--- src/rtl/mips_pkg.sv ---
// mips_pkg: shared widths, register counts and named register indices for the MIPS datapath.
package mips_pkg;
  localparam int DATA_W = 32;
  localparam int REG_ADDR_W = 5;
  localparam int NUM_REGS = 32;
  typedef logic [DATA_W-1:0] word_t;
  typedef logic [REG_ADDR_W-1:0] reg_idx_t;
  localparam reg_idx_t REG_ZERO = 5'd0;
  localparam reg_idx_t REG_SP = 5'd29;
  localparam reg_idx_t REG_RA = 5'd31;
endpackage

--- src/rtl/mux2_32.sv ---
// mux2_32: 32-bit 2:1 multiplexer cell, b selected when sel is high.
module mux2_32
  import mips_pkg::*;
#(
  parameter int W = DATA_W
) (
  input  logic         sel,
  input  logic [W-1:0] a,
  input  logic [W-1:0] b,
  output logic [W-1:0] y
);
  assign y = sel ? b : a;
endmodule

--- src/rtl/reg32_en.sv ---
// reg32_en: 32-bit register with synchronous load enable and asynchronous active-low clear.
module reg32_en
  import mips_pkg::*;
#(
  parameter int W = DATA_W
) (
  input  logic         clk,
  input  logic         rst_n,
  input  logic         en,
  input  logic [W-1:0] d,
  output logic [W-1:0] q
);
  always_ff @(posedge clk or negedge rst_n)
    if (!rst_n) q <= '0;
    else if (en) q <= d;
endmodule

--- src/rtl/mips_register_file.sv ---
// mips_register_file: 32x32 register file, two combinational read ports, one synchronous write port.
// $0 has no storage and reads as constant zero; reads never bypass the pending write.
module mips_register_file #(
  parameter int DATA_W = mips_pkg::DATA_W,
  parameter int ADDR_W = mips_pkg::REG_ADDR_W,
  parameter int NUM_REGS = mips_pkg::NUM_REGS
) (
  input  logic              clk,
  input  logic              rst_n,
  input  logic              reg_write,
  input  logic [ADDR_W-1:0] read_reg1,
  input  logic [ADDR_W-1:0] read_reg2,
  input  logic [ADDR_W-1:0] write_reg,
  input  logic [DATA_W-1:0] write_data,
  output logic [DATA_W-1:0] read_data1,
  output logic [DATA_W-1:0] read_data2
);
  logic [DATA_W-1:0] regs [NUM_REGS];
  logic [NUM_REGS-1:1] we;
  logic [DATA_W-1:0] rd [2];
  assign regs[0] = '0;
  for (genvar i = 1; i < NUM_REGS; i++) begin : g_reg
    assign we[i] = reg_write && write_reg == ADDR_W'(i);
    reg32_en #(.W(DATA_W)) u_reg (
      .clk  (clk),
      .rst_n(rst_n),
      .en   (we[i]),
      .d    (write_data),
      .q    (regs[i])
    );
  end
  // Each read port is a 5-level binary tree of 2:1 cells, level l steered by index bit l.
  for (genvar p = 0; p < 2; p++) begin : g_port
    logic [ADDR_W-1:0] sel;
    assign sel = (p == 0) ? read_reg1 : read_reg2;
    for (genvar l = 0; l < ADDR_W; l++) begin : g_lvl
      logic [DATA_W-1:0] y [NUM_REGS>>(l+1)];
      for (genvar j = 0; j < (NUM_REGS >> (l + 1)); j++) begin : g_cell
        if (l == 0) begin : g_leaf
          mux2_32 #(.W(DATA_W)) u_mux (
            .sel(sel[0]),
            .a  (regs[2*j]),
            .b  (regs[2*j+1]),
            .y  (y[j])
          );
        end else begin : g_node
          mux2_32 #(.W(DATA_W)) u_mux (
            .sel(sel[l]),
            .a  (g_lvl[l-1].y[2*j]),
            .b  (g_lvl[l-1].y[2*j+1]),
            .y  (y[j])
          );
        end
      end
    end
    assign rd[p] = g_lvl[ADDR_W-1].y[0];
  end
  assign read_data1 = rd[0];
  assign read_data2 = rd[1];
endmodule

--- config.mk ---
export PLATFORM = sky130hd
export DESIGN_NAME = mips_register_file
export DESIGN_NICKNAME = d
export VERILOG_FILES = /design/src/rtl/mips_pkg.sv /design/src/rtl/mux2_32.sv /design/src/rtl/reg32_en.sv /design/src/rtl/mips_register_file.sv
export SDC_FILE = /design/constraint.sdc
export NUM_CORES = 2
export LEC_CHECK = 0
export ABC_AREA = 1
export CORE_MARGIN = 3
export CORE_UTILIZATION = 55
export CTS_BUF_LIST = sky130_fd_sc_hd__clkbuf_16
export DETAILED_ROUTE_END_ITERATION = 7
export PLACE_DENSITY = 0.68
export SKIP_CTS_REPAIR_TIMING = 1
export SLEW_MARGIN = 20
export SYNTH_ARGS = -nofsm -noshare
export SYNTH_HDL_FRONTEND = slang
export SYNTH_HIERARCHICAL = 1
export SYNTH_SLANG_ARGS = --single-unit
export TNS_END_PERCENT = 100
--- constraint.sdc ---
create_clock -name clk -period 1.7 [get_ports clk]
set_clock_uncertainty 0.2 [all_clocks]
set_input_delay 0.34 -clock clk [delete_from_list [all_inputs] [get_ports clk]]
set_output_delay 0.34 -clock clk [all_outputs]
set_load 0.01 [all_outputs]
==> impl_metrics.yaml <==
final_layout:
  largest_register_ff_count: 992
  area_growth_syn_to_layout_pct: 22.7
  fillerInstances: 11177
  finish.cell_count_without_fillers: 13538
  final_nets: 11830
  largest_registers: "g.u_reg/q (992)"
  regArea_um2: 24800
  area_taken_by_multi_input_logic_gates_um2: 40000
  layout-drive-gt1-share_pct: 29.7
  largest_register: "g.u_reg/q"
sta:
  rsz0062_at_grt: "true"
  totalNegativeSetupSlack_ns: -65.68
  fmaxAchievable_ghz: 0.353
  final.setup.worst_slack_ns: -1.13
  final-max-slew-violation-count: 0
  final_min_period_over_clock_period_pct: 167
  setup_violations: 64
  worst_slew_pin_slew_ns: 0.505
  timing.final.crit_period_ns: 2.83
  hold_viol: 0
  worst_slew_margin_rel_pct: 66.3
  fin_hold_ws_ns: 0.0586
setup_path:
  r2r_start: "g_reg[29].u_reg/q[12]"
  endpoint_kind: "output port"
  cp_cell_instances: "buf_6 > nand2_2 > nand2_2 > nand2_2 > nand2_2 > nand2_4 > nand2_2 > nand2_2 > nand2_2 > nand2_2 > nand2_4 > buf_6"
  worst_path_largest_cell_delay_ns: 0.38
  crit_path_max_delay_cell_type: "dfrtp_1"
  critPathMostFrequentCell: "nand2_2"
  reg2reg_depth: 5
  crit_required_ns: 1.16
  worstPathArrival_ns: 2.29
  crit_path_max_fanout: 2
  reg2reg_to: "g_reg[29].u_reg/q[12]"
  r2r_setup_slack_ns: 0.54
  worstSetupPathType: "reg2out"
  setup.worst_path.start_class: "flip-flop"
global_routing:
  remaining_global_route_overflow: 0
  grtUsageTotal_pct: 42.8
  first_global_vias: 67446
  grt_first_pass_wirelength_um: 425000
  grt_max_degree: 82
  number_of_antenna_violations_at_the_first_check_in_global_routing: 1
die:
  die_height_um: 365
  dieWidth_um: 365
  starting_density_pct: 55.5
  floorplan.io_pins: 114
  placeableCoreArea_um2: 128000
  core.rowCount: 131
  dieArea_um2: 133000
synth:
  postSynthRegisterBits: 992
  post_synth_main_area_contributors: "nand2_1 42%, dfrtp_1 35%, nand2_2 8.2%"
  yosys.area.top_type: "nand2_1"
  count_of_unique_library_cells_instantiated_by_yosys: 12
  synthesis.area_per_instance_um2: 6.60
  synth_sequential_area_ratio_pct: 35.0
  synthesis.yosys.warnings: 6
  netlist_instances: 10731
  synthDominantCellAreaShare_pct: 42.5
  syn_area_um2: 70800
drt:
  firstDrtPassIters: 6
  final_antenna_violating_net_count: 0
  routedWlPerCell_um: 21.7
  wl_um: 293000
  drt-vias-per-instance: 5.39
  detailroute.via_count: 73001
  detail_route.drc_violations: 0
  drt-initial-drc-count: 9190
clock_network:
  tritoncts_num_sinks: 992
  cts_tree: "done"
  cts_max_path_buffers: 3
  root_buffer: "clkbuf_16"
  clock_insertion_delay_at_the_later_pin_of_the_skew_report_ns: 0.75
  cts.reportedPaths.clkPinSlew_ns: 0.07
  total_cts_buffers: 117
  htreeDepth: 3
placement:
  port_buffers: 113
  place_hpwl_um: 201000
  finalWeightedCongestion: 1.04
  post-place-cells: 13186
pwr:
  power.internal_mw: 54.8
  swShare_pct: 36.8
  worst_ir_drop_vdd_v: 0.000906
  power.share.sequential_pct: 36.6
  power_frac_comb_pct: 33.8
  static_leakage_nw: 50.7
  power_per_cell_area_nw_per_um2: 997
  power.net_switching_mw: 32.0
  power_frac_clock_pct: 29.6
run:
  max-cap-violations: 0
run_status:
  result_of_the_run: "complete, but fails checks"
  violations_in_the_final_reports: "setup timing"
worst_hold_path:
  timing.hold.worst.class: "in2async"
critical path: cells and delay by family (launching register included):
family / cells / cell delay, ns
simple gates: 10 / 0.90
flops: 1 / 0.38
buf+inv: 2 / 0.25
layer usage:
layer  up-vias  part of all wire, %  wire length, um  track usage [%]
met5         -                    0                0                0
met4         0                  6.6            19200             24.1
met3       911                   12            35800             13.3
met2      4337                   43           125000             63.2
met1     33871                   39           113000             55.6
li1      33882                    -                -                -
area by class of cell:
| type | count | share of cell area [%] |
|---|---|---|
| multi-input cells | 9049 | 46.0 |
| flip-flops and latches | 992 | 28.6 |
| repair buffers | 1520 | 17.4 |
| clock buffers | 118 | 3.40 |
| well taps | 1662 | 2.39 |
| inverters | 100 | 1.25 |
| clock inverters | 96 | 0.964 |
| diodes | 1 | 0.00288 |
cell usage after synthesis:
cell / number
dfrtp_1: 992
nand2_1: 8018
buf_6: 280
nor2_2: 4
inv_1: 7
buf_4: 1
buf_12: 93
conb_1: 1
clkbuf_8: 279
nand2_2: 930
nor2_1: 33
inv_8: 93
worst max path at each step:
stage | startpoint | to | cells after the start
2_1_floorplan | read_reg1[0] | read_data1[0] | 13
3_3_place_gp | read_reg2[0] | read_data2[23] | 15
3_5_place_dp | read_reg2[0] | read_data2[23] | 15
4_1_cts | g_reg[15].u_reg/q[23] | read_data2[23] | 11
5_1_grt | g_reg[3].u_reg/q[3] | read_data1[3] | 12
6_report | g_reg[30].u_reg/q[0] | read_data2[0] | 12
through the flow:
step / util, % / cell area, um2 / total power [mW] / worst slack [ns]
after global placement: 61.3 / 78300 / 56.9 / -1.74
after detailed placement: 61.3 / 78300 / 57.4 / -1.73
after CTS: 64.3 / 82100 / 83.0 / -1.86
after floorplan: - / 71200 / 45.5 / -0.00149
after global routing: 68.1 / 86900 / 90.6 / -1.18
final: 68.1 / 86900 / 86.7 / -1.13
cells in the final DEF, fill, tap and decap left out, types with 15 or more instances in the layout:
cell           Yosys  final
buf_12            93    257
buf_2              0     40
buf_4              1   1066
buf_6            280     97
clkbuf_16          0    120
clkinv_1           0     24
clkinv_2           0     29
conb_1             1     64
dfrtp_1          992    985
dlygate4sd3_1      0     34
inv_1              7     20
inv_8             93     91
nand2_1         8018   7206
nand2_2          930   1468
nand2_4            0    260
nor2_2             4     15
nor2_4             0     20
power by group through the flow:
stage | Combinational [mW] | Sequential [mW] | Clock [mW]
6_report | 29.3 | 31.7 | 25.7
5_1_grt | 31.8 | 32.0 | 26.8
4_1_cts | 25.7 | 31.5 | 25.8
3_5_place_dp | 25.5 | 31.8 | 0
3_3_place_gp | 25.1 | 31.8 | 0
2_1_floorplan | 14.1 | 31.4 | 0
cells by family after synthesis:
group         share of synthesized area, %
buf+inv                               14.0
flops                                 35.0
other cells                        0.00529
simple gates                          50.9
No activity file was read; power rests on OpenSTA's default activity.
